## src/rtl/barrel_normalize.sv

```systemverilog
// Iterative normalizer: shifts the operand one binary-search stage per cycle until its
// leading one sits at the MSB (LEFT=1) or LSB (LEFT=0), reporting the total shift amount.
module barrel_normalize #(
    parameter int LENGTH = 8,
    parameter bit LEFT   = 1'b1
) (
    input  logic                        clk,
    input  logic                        reset,
    input  logic                        in_valid,
    output logic                        in_ready,
    input  logic [LENGTH-1:0]           data_in,
    output logic                        out_valid,
    input  logic                        out_ready,
    output logic [LENGTH-1:0]           data_out,
    output logic [$clog2(LENGTH)-1:0]   shamt,
    output logic                        zero,
    output logic [1:0]                  state_dbg
);

    // Handshake: a transfer happens on a rising edge where valid && ready; valid never
    // depends combinationally on ready, and results stay frozen while out_valid waits.

    localparam int S = $clog2(LENGTH);
    localparam logic [S-1:0] LAST_STEP = S'(S - 1);

    typedef enum logic [1:0] {
        IDLE = 2'd0,
        RUN  = 2'd1,
        DONE = 2'd2
    } state_t;

    state_t            state_q, state_d;
    logic [LENGTH-1:0] work_q, work_d;
    logic [S-1:0]      shamt_q, shamt_d;
    logic [S-1:0]      step_q, step_d;
    logic              zero_q, zero_d;

    logic [S-1:0]      stage_k;
    logic [S:0]        width;
    logic [LENGTH-1:0] test_mask;
    logic              stage_empty;

    always_ff @(posedge clk or negedge reset) begin
        if (!reset) begin
            state_q <= IDLE;
            work_q  <= '0;
            shamt_q <= '0;
            step_q  <= '0;
            zero_q  <= 1'b0;
        end else begin
            state_q <= state_d;
            work_q  <= work_d;
            shamt_q <= shamt_d;
            step_q  <= step_d;
            zero_q  <= zero_d;
        end
    end

    always_comb begin
        state_d = state_q;
        case (state_q)
            IDLE:    if (in_valid) state_d = RUN;
            RUN:     if (step_q == LAST_STEP) state_d = DONE;
            DONE:    if (out_ready) state_d = IDLE;
            default: state_d = IDLE;
        endcase
    end

    // Stage k examines the 2^k bits on the side the leading one must reach.
    always_comb begin
        stage_k     = LAST_STEP - step_q;
        width       = (S+1)'(1) << stage_k;
        test_mask   = LEFT ? ~({LENGTH{1'b1}} >> width) : ~({LENGTH{1'b1}} << width);
        stage_empty = (work_q & test_mask) == '0;
    end

    always_comb begin
        work_d  = work_q;
        shamt_d = shamt_q;
        step_d  = step_q;
        zero_d  = zero_q;
        case (state_q)
            IDLE: begin
                if (in_valid) begin
                    work_d  = data_in;
                    shamt_d = '0;
                    step_d  = '0;
                    zero_d  = (data_in == '0);
                end
            end
            RUN: begin
                if (stage_empty) begin
                    work_d           = LEFT ? (work_q << width) : (work_q >> width);
                    shamt_d[stage_k] = 1'b1;
                end
                step_d = step_q + 1'b1;
            end
            default: ;
        endcase
    end

    always_comb begin
        in_ready  = reset && (state_q == IDLE);
        out_valid = (state_q == DONE);
    end

    assign data_out  = work_q;
    assign shamt     = shamt_q;
    assign zero      = zero_q;
    assign state_dbg = state_q;

endmodule

```

## config.mk

```make
export PLATFORM = sky130hd
export DESIGN_NAME = barrel_normalize
export DESIGN_NICKNAME = d
export VERILOG_FILES = /design/src/rtl/barrel_normalize.sv
export SDC_FILE = /design/constraint.sdc
export NUM_CORES = 1
export LEC_CHECK = 0
export BUFFER_PORTS_ARGS = -buffer_cell sky130_fd_sc_hd__buf_2
export CAP_MARGIN = 20
export CORE_MARGIN = 5
export CORE_UTILIZATION = 35
export CTS_BUF_LIST = sky130_fd_sc_hd__clkbuf_8
export DETAILED_ROUTE_END_ITERATION = 6
export PLACE_DENSITY = 0.66
export SLEW_MARGIN = 20
export SYNTH_ARGS = -nofsm -noshare
export SYNTH_HDL_FRONTEND = slang
export SYNTH_SLANG_ARGS = --single-unit
```

## constraint.sdc

```tcl
create_clock -name clk -period 2.37 [get_ports clk]
set_clock_uncertainty 0.1 [all_clocks]
set_input_delay 0 -clock clk [delete_from_list [all_inputs] [get_ports clk]]
set_output_delay 0 -clock clk [all_outputs]
set_load 0.005 [all_outputs]
```

# After elaboration in Yosys (flattened, before gate mapping)
# Cells that the tools add are included.
[word_totals] register_bits=17 wordCells=45 in_bits=12
[op_classes] n_bitwise=3 n_mux=13 eq_ne=7 order_cmp=2 addsub=2 shift=3 reduce_logical=10
[op_table] cell="$logic_not A8 Y1" n=2
[op_table] cell="$mux W8" n=2
[op_table] cell="$pmux W8 S2" n=1
[op_table] cell="$pmux W3 S2" n=2
[op_table] cell="$and A8 B8 Y8" n=1
[op_table] cell="$not A8 Y8" n=1
[op_table] cell="$shl A8 B4 Y8" n=1
[op_table] cell="$shr A8 B4 Y8 const A" n=1
[op_table] cell="$mux W2" n=3
[op_table] cell="$mux W3" n=2
[op_table] cell="$ne A2 B2 Y1 const B" n=3
[op_table] cell="$pmux W2 S3" n=1
[op_table] cell="$reduce_and A3 Y1" n=2
[op_table] cell="$reduce_and A2 Y1" n=2
[op_table] cell="$shl A1 B3 Y4 const A" n=1
[op_table] cell="$add A3 B1 Y3 const B" n=1
[op_table] cell="$eq A3 B2 Y1 const B" n=1
[op_table] cell="$ge A3 B1 Y1 const B" n=1
[op_table] cell="$lt A3 B3 Y1 const B" n=1
[op_table] cell="$or A3 B3 Y3" n=1
[op_table] cell="$sub A2 B3 Y3 const A" n=1
[op_table] cell="$demux W1 S2" n=1
[op_table] cell="$eq A2 B1 Y1 const B" n=1
[op_table] cell="$eq A2 B2 Y1 const B" n=1
[op_table] cell="5 further kinds" n=6

# Logic depth before layout (Yosys ltp)
# Gate-level depths: netlist of the first run.
[logic_depth] depth_word=8 depth_mapped=9 mapped_depth_nobuf=7

# Worst setup path before layout of the first run
# No wires, ideal clock.
[synth_path] path_type="reg2reg" start="reg step_q[0]" end="reg work_q[6], in the netlist data_out[6]" t_required_ns=2.145 path_stages_with_launch=9 setup_ns=0.125 arrival_ns=2.031 path_slack_ns=0.114 cell_sequence="dfrtp_1 -> inv_1 -> ha_1 -> clkbuf_2 -> a211oi_1 -> o311ai_0 -> nor4_2 -> a31oi_1 -> mux2_2"
[synth_between] elab_chain_len=8 elab_cells_between_ends=11 classes_between="add/sub: 1; eq/ne: 1; shift: 3; mux: 2; bitwise: 2; reduce/logical: 2"
[synth_lines] item="from (decl)" line_no="35" rtl="logic [S-1:0] step_q, step_d;"
[synth_lines] item="from (signal assigned)" line_no="54" rtl="step_q <= step_d;"
[synth_lines] item="$sub A2 B3 Y3 (*)" line_no="71" rtl="stage_k = LAST_STEP - step_q;"
[synth_lines] item="$shl A1 B3 Y4 (*)" line_no="72" rtl="width = (S+1)'(1) << stage_k;"
[synth_lines] item="$shr A8 B4 Y8" line_no="73" rtl="test_mask = LEFT ? ~({LENGTH{1'b1}} >> width) : ~({LENGTH{1'b1}} << width);"
[synth_lines] item="$not A8 Y8" line_no="73"
[synth_lines] item="$and A8 B8 Y8" line_no="74" rtl="stage_empty = (work_q & test_mask) == '0;"
[synth_lines] item="$logic_not A8 Y1" line_no="74"
[synth_lines] item="$ne A2 B2 Y1 (no source line)"
[synth_lines] item="$reduce_and A3 Y1 (no source line)"
[synth_lines] item="to (signal assigned)" line_no="52" rtl="work_q <= work_d;"
[synth_lines] item="to (decl)" line_no="33" rtl="logic [LENGTH-1:0] work_q, work_d;"
# Every way passes the cells marked *; elsewhere a longest branch is shown, timed or not. The select of a mux whose other input is x is not followed.
# A chain may end at the register's enable or synchronous reset.

# Worst setup path in the final report of the first run
[layout_path] start="reg work_q[4], in the netlist data_out[4]" end="reg work_q[5], in the netlist data_out[5]"
[layout_between] elab_chain_len=4 elab_cells_between_ends=7 classes_between="eq/ne: 1; shift: 1; mux: 2; bitwise: 1; reduce/logical: 2"
[layout_lines] item="branches (longest 4 deep; another with $shl A8 B4 Y8)"
# Several ways; the timed one is not identified. The select of a mux whose other input is x is not followed.

==> summary.txt, run 1 <==
Global routing
  • Total grt overflow: 0
  • Vias in the first global route: 1,263
  • First-pass GRT wire length: 6210 µm
  • Largest net degree at the start of global routing: 19
  • Initial antenna violation count: 0
  • GRT Overall Usage: 15.6%

Critical path
  • Crit. End Element: flop
  • CP dominant cell by count: buf_4
  • Critical path cell sequence: o41ai_1 -> o311ai_1 -> buf_4 -> nor2_1 -> o22ai_2 -> buf_4 -> mux2_4
  • Critical Path Start Type: flop
  • Worst r2r src: data_out[4]$_DFFE_PN0P_
  • CP peak stage delay: 0.53 ns
  • CP startpoint: data_out[4]$_DFFE_PN0P_
  • Worst path arrival time: 2.36 ns
  • Critical Path Fanout Max: 9
  • Req. time, crit path: 2.41 ns
  • Critical path class: reg -> reg
  • Max stage delay cell, worst path: o41ai_1

STA
  • Final setup fails: 0
  • F_max: 431 MHz
  • Setup WS post-layout: 0.0501 ns
  • Final Hold Fails: 0
  • Pins Over Slew Limit: 0
  • Fin crit share: 97.9%
  • Worst slew margin: 66.2%
  • Worst Tran Pin Value: 0.500 ns
  • Minimum clock period: 2.32 ns

Synthesis
  • Netlist Area Pre-Place: 1260 µm²
  • Top cell type's share of synthesized area: 33.9%
  • Syn. warnings: 0
  • Count of cell types in the netlist: 45
  • Sequential share of the synthesized area: 33.9%
  • Area contributors post-synth: dfrtp_1, ha_1, o21ai_0
  • Leading area contributor after synthesis: dfrtp_1
  • Number of synthesized register bits: 17
  • Syn Area/Cell: 8.72 µm²
  • Post-synth net total: 161
  • Cells after synthesis: 144

Run status
  • Outcome: finished, final reports clean

Drt
  • Via density: 5.68
  • Post-DRT Antenna Nets: 0
  • First-pass DRT Iterations: 4
  • Initial drt markers: 114
  • # DRC: 0
  • Final WL: 3850 µm
  • WL/cell: 16.1 µm
  • Via Count: 1,364

Final layout
  • Post-Layout Cell Count: 240
  • FF+latch area: 428 µm²
  • Nets: 212
  • Area of the multi-input gates: 832 µm²
  • Antenna diodes: 0
  • Area Growth Syn to Fin: 39.1%
  • Fillers: 330
  • Share of cells above drive strength 1: 36.1%
  • Final core occ: 51.2%

Clock tree
  • CTS buffer count: 3
  • CTS H-Tree Depth: 1
  • CTS Sinks: 17
  • CTS tree: done
  • Clock tree buffer depth: 2
  • Clock Latency Late Sink: 0.25 ns
  • Clock slew at reported path FFs: 0.07 ns
  • Root buffer cell: clkbuf_8

Pwr
  • Pwr Density: 1660 nW/µm²
  • Peak supply drop: 0.601 mV
  • Lkg Pwr: 0.000797 µW

Min path
  • Hold Crit Class: in -> reg
  • HP Start: data_in[3]

Placement
  • Gpl congestion: 0.945
  • Placed Cells incl. Taps: 228
  • Port-buffer cells: 27
  • HPWL Detailed: 2860 µm
  • Pre-CTS setup slack: 0.0445 ns

Floorplan
  • Die Area: 4890 µm²
  • # IOs: 28
  • Die Span X: 69.9 µm
  • # rows: 21
  • Initial Util: 36.8%
  • Core Region: 3420 µm²
  • Die Height: 69.9 µm

Job
  • Max Cap Viol: 0
[metal layers]
| layer | vias up | share of wire, % | track usage, % |
|---|---|---|---|
| li1 | 636 | - | - |
| met1 | 670 | 44 | 20.8 |
| met2 | 53 | 49 | 26.1 |
| met3 | 5 | 6.3 | 2.15 |
| met4 | 0 | 1.2 | 4.47 |
| met5 | - | 0 | 0 |
[where the power goes]
group	switching, µW	internal (µW)
clock network	101	115
registers	165	424
logic	1090	1010
[per-stage QoR]
stage	hold WS, ns	TNS (ns)	area [µm²]	total power (µW)
floorplan	-0.396	0	1260	1750
global placement	-0.145	0	1560	2440
detailed placement	-0.137	0	1560	2460
CTS	0.0222	0	1670	2700
global route	0.0425	-0.0416	1750	3120
finish	0.0278	0	1750	2900
[flip-flops by register name (all words and copies together), names as in the netlist]
register	cells
zero	1
data_out	8
shamt	3
step_q	3
state_dbg	2
[cells by family (layout without fill, tap and decap cells)]
group                    after synthesis  after routing  synth area share, %
adder cells (fa/ha/maj)                5              5                 4.98
flip-flops                            17             17                 33.9
buffers and inverters                 16             66                 5.18
AND/OR/NAND/NOR                       53             53                 21.3
multiplexers                           9              9                 8.57
AO/OA/AOI/OAI                         42             42                 24.1
XOR/XNOR                               2              2                 1.99
[worst max-delay path, delay by kind of cell (launching register included)]
kind,cells,cell delay (ns)
AO/OA/AOI/OAI,3,0.83
buffers and inverters,2,0.35
flip-flops,1,0.48
multiplexers,1,0.29
AND/OR/NAND/NOR,1,0.16
[repair_timing]
action	CTS	global route
endpoints found under the setup margin	0	7
buffers inserted	0	1
hold buffers	7	0
endpoints found under the hold margin	22	0
gates resized for setup	0	16
[final cells by class]
class	count	share of cell area, %
inverters	8	1.72
clock inverters	1	0.215
flip-flops and latches	17	24.5
clock buffers	3	2.36
repair buffers	54	20.3
multi-input cells	111	47.6
well taps	46	3.29
[synthesized netlist by cell type (all sizes together)]
cell type,number
dfrtp,17
nand2,13
nor2,13
o21ai,11
inv,8
a31oi,7
clkbuf,6
nand3,6
ha,5
nor2b,5
mux2,4
mux2i,4
nor4,4
a22o,3
nor3,3
a211oi,2
a21oi,2
a32o,2
and2,2
buf,2
nand2b,2
nand3b,2
o2bb2ai,2
o31ai,2
a2111oi,1
a211o,1
a21bo,1
a221o,1
a22oi,1
a311oi,1
and3,1
mux4,1
nand4,1
nor3b,1
o211ai,1
o221ai,1
o22ai,1
o311ai,1
o41ai,1
xnor2,1
xor2,1
[path summary, 6_finish.rpt]
kind | slack, ns | depth (start not counted) | to
worst min register to register | 0.37 | 2 | zero$_DFFE_PN0P_
min in group asynchronous | 0.10 | 2 | shamt[1]$_DFFE_PN0P_
max in group asynchronous | 1.76 | 2 | step_q[1]$_DFFE_PN0P_
worst max register to register | 0.05 | 7 | data_out[5]$_DFFE_PN0P_
worst min-delay path | 0.03 | 3 | data_out[3]$_DFFE_PN0P_
worst max-delay path | 0.05 | 7 | data_out[5]$_DFFE_PN0P_
[placed cells by master (no fill, tap or decap), types with 3 or more instances in the layout]
cell,n
buf_2,27
clkbuf_8,3
nor4_1,3
mux2_2,3
inv_1,7
nand3_1,6
nor2_1,12
mux2i_1,4
ha_4,3
buf_4,20
dfrtp_1,15
dlygate4sd3_1,7
a31oi_1,7
nor2b_1,5
a22o_1,3
nand2_1,13
o21ai_0,11
nor3_1,3
No activity file was read; power rests on OpenSTA's default activity.
==> run 2, diff against run 1 <==
- BUFFER_PORTS_ARGS: -buffer_cell sky130_fd_sc_hd__buf_2 -> unset
- CELL_PAD_IN_SITES_DETAIL_PLACEMENT: unset -> 2
- CELL_PAD_IN_SITES_GLOBAL_PLACEMENT: unset -> 2
- DONT_BUFFER_PORTS: unset -> 1
- PLACE_DENSITY: 0.66 -> 0.86
==> run 2 against run 1 <==
  * Via count decreased by 3.4%
  * Largest power group unchanged
  * Utilization decreased by 2.9 points
  * Flip-flop and latch count unchanged
  * Routed wire length increased by 34%
  * Final cell count decreased by 9.2%
  * Critical path type unchanged
  * Critical endpoint unchanged
  * Final area decreased by 5.6%
  * Clock-buffer cell count unchanged
==> summary.txt, run 2 (synthesis gave the netlist of run 1 again) <==
Placement
  • Port-buffer cells: 0 (-100%)
  • Gpl congestion: 0.940 (-0.58%)
  • HPWL Detailed: 3720 µm (+30%)

Final layout
  • Largest register FFs: 8 (unchanged)
  • Leading cell type in the layout, fill and taps excluded: buf_4
  • Most frequent cells in the layout: buf_4, dfrtp_1, nand2_1
  • Antenna diodes: 0 (unchanged)
  • Fillers: 390 (+18%)
  • Share of cells above drive strength 1: 25.6% (-11 points)
  • Area Growth Syn to Fin: 31.4%
  • Nets: 190 (-10%)

STA
  • Minimum clock period: 2.34 ns (+0.0209 ns)
  • Worst slew margin: 45.1% (-21 points)
  • Fin crit share: 98.8% (+0.88 points)
  • Pins Over Slew Limit: 0 (unchanged)
  • RSZ-0062 raised after global routing: true
  • Final Hold Fails: 0 (unchanged)
  • F_max: 427 MHz (-0.89%)
  • Final setup fails: 0 (unchanged)
  • Setup tns final: 0 ns (unchanged)
  • Worst Tran Pin Value: 0.821 ns (+0.321 ns)

Pwr
  • Internal power: 1480 µW (-4.3%)
  • Clk pwr share: 8.0% (+0.6 points)
  • Comb pwr share: 71.8% (-0.4 points)
  • Peak supply drop: 0.657 mV (+9.3%)
  • Design Power: 2960 µW (+2.1%)
  • Pwr Density: 1790 nW/µm² (+8.2%)
  • Sw frac: 50.0% (+3.4 points)
  • Lkg Pwr: 0.000690 µW (-13%)
  • Net Sw Power: 1480 µW (+9.5%)
  • Reg power frac: 20.3% (about the same)

Floorplan
  • Die Height: 69.9 µm (unchanged)
  • Die Area: 4890 µm² (unchanged)
  • # IOs: 28 (unchanged)
  • Die Span X: 69.9 µm (unchanged)
  • Core Region: 3420 µm² (unchanged)
  • # rows: 21 (unchanged)
  • Initial Util: 36.8% (unchanged)

Run status
  • Outcome: finished, final reports clean

Min path
  • Hold Crit Class: in -> reg
  • Hold Path Depth: 3 (unchanged)
  • Worst Hold End: data_out[4]$_DFFE_PN0P_
  • HP Start: data_in[4]

Clock tree
  • Clock Latency Late Sink: 0.26 ns (about the same)
  • Root buffer cell: clkbuf_8
  • CTS buffer count: 3 (unchanged)
  • CTS Sinks: 17 (unchanged)
  • CTS tree: done
  • CTS H-Tree Depth: 1 (unchanged)
  • Clock tree buffer depth: 2 (unchanged)
  • Clock slew at reported path FFs: 0.08 ns (about the same)

Critical path
  • Req. time, crit path: 2.43 ns (+0.02 ns)
  • Crit. End Element: flop
  • Worst path arrival time: 2.40 ns (+0.04 ns)
  • Worst r2r src: step_q[0]$_DFFE_PN0P_
  • R2R Path End: data_out[5]$_DFFE_PN0P_
  • Critical path class: reg -> reg
  • Worst r2r path cells: 6 (-1)
  • Worst R2R Setup Slack: 0.03 ns (-0.02 ns)
  • Critical Path Fanout Max: 6 (-3)
  • Critical Path Start Type: flop

Drt
  • Final WL: 5160 µm (+34%)
  • First-pass DRT Iterations: 4 (unchanged)
  • Post-DRT Antenna Nets: 0 (unchanged)
  • Via density: 6.05 (+6.4%)
  • WL/cell: 23.7 µm (+47%)
  • # DRC: 0 (unchanged)
  • Via Count: 1,318 (-3.4%)
  • Initial drt markers: 64 (-44%)

Global routing
  • GRT Overall Usage: 22.2% (+6.7 points)
  • Initial antenna violation count: 0 (unchanged)
  • Largest net degree at the start of global routing: 18 (-1)
  • Total grt overflow: 0 (unchanged)
  • Vias in the first global route: 1,497 (+19%)
  • First-pass GRT wire length: 8460 µm (+36%)

Job
  • Max Cap Viol: 0 (unchanged)
==> run 2: layout make-up <==
cell class                      count  area, µm²  area share, %
Multi-Input combinational cell    111        820           49.7
Sequential cell                    17        427           25.9
Timing Repair Buffer               32        268           16.2
Tap cell                           46       57.6           3.49
Clock buffer                        3       41.3           2.50
Inverter                            8       30.0           1.82
Clock inverter                      1       7.51          0.455
==> run 2: power groups by stage <==
stage | clock network [µW] | logic [µW] | registers, µW
after floorplan | 0 | 1180 | 569
after global placement | 0 | 1810 | 575
after detailed placement | 0 | 1910 | 595
after CTS | 246 | 2000 | 592
after global routing | 263 | 2300 | 621
final | 236 | 2120 | 600
==> run 2: how the worst max path moves through the flow <==
stage	cells past startpoint	slack [ns]	endpoint	from
floorplan	8	0.11	data_out[6]$_DFFE_PN0P_	step_q[0]$_DFFE_PN0P_
global route	6	-0.02	data_out[5]$_DFFE_PN0P_	step_q[0]$_DFFE_PN0P_
global placement	6	0.03	data_out[5]$_DFFE_PN0P_	step_q[0]$_DFFE_PN0P_
finish	6	0.03	data_out[5]$_DFFE_PN0P_	step_q[0]$_DFFE_PN0P_
detailed placement	6	-0.06	data_out[3]$_DFFE_PN0P_	step_q[0]$_DFFE_PN0P_
CTS	9	-0.005	data_out[0]$_DFFE_PN0P_	step_q[1]$_DFFE_PN0P_
==> run 2: worst max-delay path, stage by stage (launching register included) <==
cell,delay (ns)
dfrtp_2,0.45
ha_2,0.26
xnor2_2,0.17
nand2_1,0.16
mux4_2,0.51
a221o_1,0.33
mux2_2,0.26
==> run 2: through the flow <==
stage | util [%] | setup slack, ns | hold WS [ns] | area [µm²] | instances
detailed placement | 41.8 | -0.0585 | -0.395 | 1430 | 202
finish | 48.3 | 0.0292 | 0.0237 | 1650 | 218
global placement | 41.8 | 0.0332 | -0.395 | 1430 | 202
floorplan | - | 0.114 | -0.396 | 1260 | 144
CTS | 47.0 | -0.00452 | 0.0133 | 1610 | 217
global route | 48.3 | -0.0231 | 0.0209 | 1650 | 218
==> run 2: per-layer routing <==
layer | routed length, µm | vias to the layer above | GRT usage (%)
li1 | - | 594 | -
met1 | 2030 | 674 | 25.4
met2 | 2670 | 41 | 39.6
met3 | 332 | 9 | 5.16
met4 | 118 | 0 | 8.94
met5 | 0 | - | 0
==> run 2: timing repair <==
action	in CTS	in global routing
hold buffers	11	0
resized for setup	4	10
setup endpoints to repair	9	10
hold endpoints to repair	28	0
cloned	0	0
buffers inserted	0	1
pin swaps	0	2
==> run 3, diff against run 2 <==
- BUFFER_PORTS_ARGS: unset -> -buffer_cell sky130_fd_sc_hd__buf_2
- CORE_UTILIZATION: 35 -> 30
- DONT_BUFFER_PORTS: 1 -> unset
==> run 3 against run 2 <==
  * The run now ends with negative setup slack left
  * Final area increased by 8.0%
  * Non-clock buffer count increased by 19
  * Combinational power increased by 14%
  * Worst setup slack got worse by 0.17 ns
  * Global-route usage decreased by 1.5 points
  * Sequential power increased by 4.8%
  * Power increased by 11%
  * Fmax decreased by 6.6%
  * Final cell count increased by 11%
  * Critical path depth increased by 2
  * Via count increased by 8.3%
  * Register-to-register slack got worse by 0.17 ns
  * Critical path type unchanged
  * Largest power group unchanged
==> summary.txt, run 3 (synthesis gave the netlist of run 1 again) <==
Final layout
  • Leading cell type in the layout, fill and taps excluded: buf_2
  • Nets: 209 (+10%)
  • Post-Layout Cell Count: 241 (+11%)
  • Antenna diodes: 0 (unchanged)
  • Largest register FFs: 8 (unchanged)
  • Share of cells above drive strength 1: 39.3% (+14 points)
  • Area Growth Syn to Fin: 41.8%
  • Most frequent cells in the layout: buf_2, buf_4, dfrtp_1
  • Final instance area: 1780 µm² (+8.0%)
  • Fillers: 436 (+12%)
  • Final core occ: 44.2% (-4.1 points)

Critical path
  • CP bufs+invs: 2 (+2)
  • CP dominant cell by count: buf_4
  • CP peak stage delay: 0.45 ns (-0.06 ns)
  • Worst r2r path cells: 8 (+2)
  • Top delay family on crit path: compound AO/OA/AOI/OAI gates
  • Critical path class: reg -> reg
  • Critical Path Start Type: flop
  • Worst path arrival time: 2.55 ns (+0.15 ns)
  • Critical Path Fanout Max: 7 (+1)
  • Crit. End Element: flop
  • Max stage delay cell, worst path: dfrtp_2
  • Worst path depth: 8 (+2)
  • Critical path cell sequence: buf_4 -> ha_4 -> o31ai_1 -> o311ai_2 -> buf_4 -> nor2_1 -> o22ai_4 -> mux2_2
  • Req. time, crit path: 2.41 ns (-0.02 ns)

Placement
  • Pre-CTS setup slack: -0.127 ns (-0.0684 ns)
  • Gpl congestion: 0.945 (+0.56%)
  • HPWL Detailed: 4190 µm (+13%)
  • Port-buffer cells: 27 (+27)
  • Area after DPL: 1550 µm² (+8.8%)
  • Placed Cells incl. Taps: 231 (+14%)

Floorplan
  • # IOs: 28 (unchanged)
  • Die Area: 5580 µm² (+14%)
  • Die Span X: 74.7 µm (+6.9%)
  • Core Region: 4030 µm² (+18%)
  • Die Height: 74.7 µm (+6.9%)
  • Initial Util: 31.2% (-5.6 points)
  • # rows: 23 (+9.5%)

Drt
  • Via density: 5.92 (-2.1%)
  • WL/cell: 24.8 µm (+4.7%)
  • Via Count: 1,427 (+8.3%)
  • Final WL: 5980 µm (+16%)
  • First-pass DRT Iterations: 4 (unchanged)
  • Post-DRT Antenna Nets: 0 (unchanged)
  • Initial drt markers: 109 (+70%)
  • # DRC: 0 (unchanged)

Clock tree
  • CTS H-Tree Depth: 1 (unchanged)
  • Clock slew at reported path FFs: 0.08 ns (about the same)
  • Clock tree buffer depth: 2 (unchanged)
  • CTS Sinks: 17 (unchanged)
  • Clock Latency Late Sink: 0.27 ns (about the same)
  • CTS buffer count: 3 (unchanged)
  • CTS tree: done
  • Root buffer cell: clkbuf_8

Pwr
  • Lkg Pwr: 0.000786 µW (+14%)
  • Pwr Density: 1850 nW/µm² (+3.0%)
  • Peak supply drop: 0.714 mV (+8.7%)

Global routing
  • Vias in the first global route: 1,552 (+3.7%)
  • Largest net degree at the start of global routing: 19 (+1)
  • First-pass GRT wire length: 8540 µm (+0.98%)
  • GRT Overall Usage: 20.8% (-1.5 points)
  • Initial antenna violation count: 0 (unchanged)
  • Total grt overflow: 0 (unchanged)

STA
  • Worst slew margin: 54.7% (+9.6 points)
  • Minimum clock period: 2.51 ns (+0.165 ns)
  • Final Hold Fails: 0 (unchanged)
  • Worst Tran Pin Value: 0.673 ns (-0.147 ns)
  • F_max: 399 MHz (-6.6%)
  • Fin crit share: 106% (+7.0 points)
  • Final setup fails: 6 (+6)
  • Setup WS post-layout: -0.136 ns (-0.165 ns)
  • Pins Over Slew Limit: 0 (unchanged)
  • RSZ-0062 raised after global routing: true

Min path
  • Hold Path Depth: 4 (+1)
  • Hold Crit Class: in -> reg

Run status
  • Outcome: finished, violations left
  • Failing checks: negative setup slack

Job
  • Max Cap Viol: 0 (unchanged)
==> run 3: cell type report <==
| type | instances | area, µm² | area share, % |
|---|---|---|---|
| clock buffer | 3 | 41.3 | 2.32 |
| clock inverter | 1 | 5.00 | 0.281 |
| inverter | 8 | 30.0 | 1.69 |
| multi-input combinational | 111 | 887 | 49.8 |
| sequential | 17 | 428 | 24.0 |
| tap | 50 | 62.6 | 3.51 |
| timing repair buffer | 51 | 328 | 18.4 |
==> run 3: where the power goes <==
group          switching, µW  leakage [µW]  internal [µW]  total [µW]
registers                206      0.000215            423         629
logic                   1380      0.000545           1050        2420
clock network            121     0.0000255            117         238
total                   1700      0.000786           1590        3290
==> run 3: metal layers <==
metal,track usage [%],vias up,wire length [µm],part of all wire [%]
li1,-,628,-,-
met1,25.4,726,2360,39
met2,36.0,57,3130,52
met3,2.67,16,316,5.3
met4,10.1,0,168,2.8
met5,0,-,0,0
==> run 3: what timing repair did <==
| item | 4_1_cts | 5_1_grt |
|---|---|---|
| gates resized for setup | 9 | 17 |
| hold buffers | 5 | 0 |
| setup endpoints to repair | 9 | 7 |
| buffers inserted | 0 | 1 |
| pin swaps | 0 | 2 |
| hold endpoints to repair | 21 | 0 |
| cloned | 0 | 0 |
==> run 3: path summary, 6_finish.rpt <==
path	startpoint	to	slack (ns)
max reg2reg	step_q[0]$_DFFE_PN0P_	data_out[5]$_DFFE_PN0P_	-0.14
min reg2reg	shamt[1]$_DFFE_PN0P_	shamt[1]$_DFFE_PN0P_	0.39
max in group asynchronous	reset	step_q[0]$_DFFE_PN0P_	1.69
min in group asynchronous	reset	data_out[4]$_DFFE_PN0P_	0.13
max	step_q[0]$_DFFE_PN0P_	data_out[5]$_DFFE_PN0P_	-0.14
min	data_in[2]	zero$_DFFE_PN0P_	0.01
==> run 3: per-stage QoR <==
| step | hold slack, ns | power (µW) | setup TNS (ns) |
|---|---|---|---|
| 2_1_floorplan | -0.396 | 1750 | 0 |
| 3_3_place_gp | -0.147 | 2460 | 0 |
| 3_5_place_dp | -0.128 | 2620 | -0.521 |
| 4_1_cts | 0.0134 | 2940 | 0 |
| 5_1_grt | 0.0153 | 3480 | -1.10 |
| 6_report | 0.0148 | 3290 | -0.565 |
==> run 3: worst reg2reg max path, delay by kind of cell, from the launching register on <==
kind | cells | cell delay (ns)
AO/OA/AOI/OAI | 3 | 0.67
flip-flops | 1 | 0.45
AND/OR/NAND/NOR | 1 | 0.33
adder cells (fa/ha/maj) | 1 | 0.18
multiplexers | 1 | 0.31
buffers and inverters | 2 | 0.33
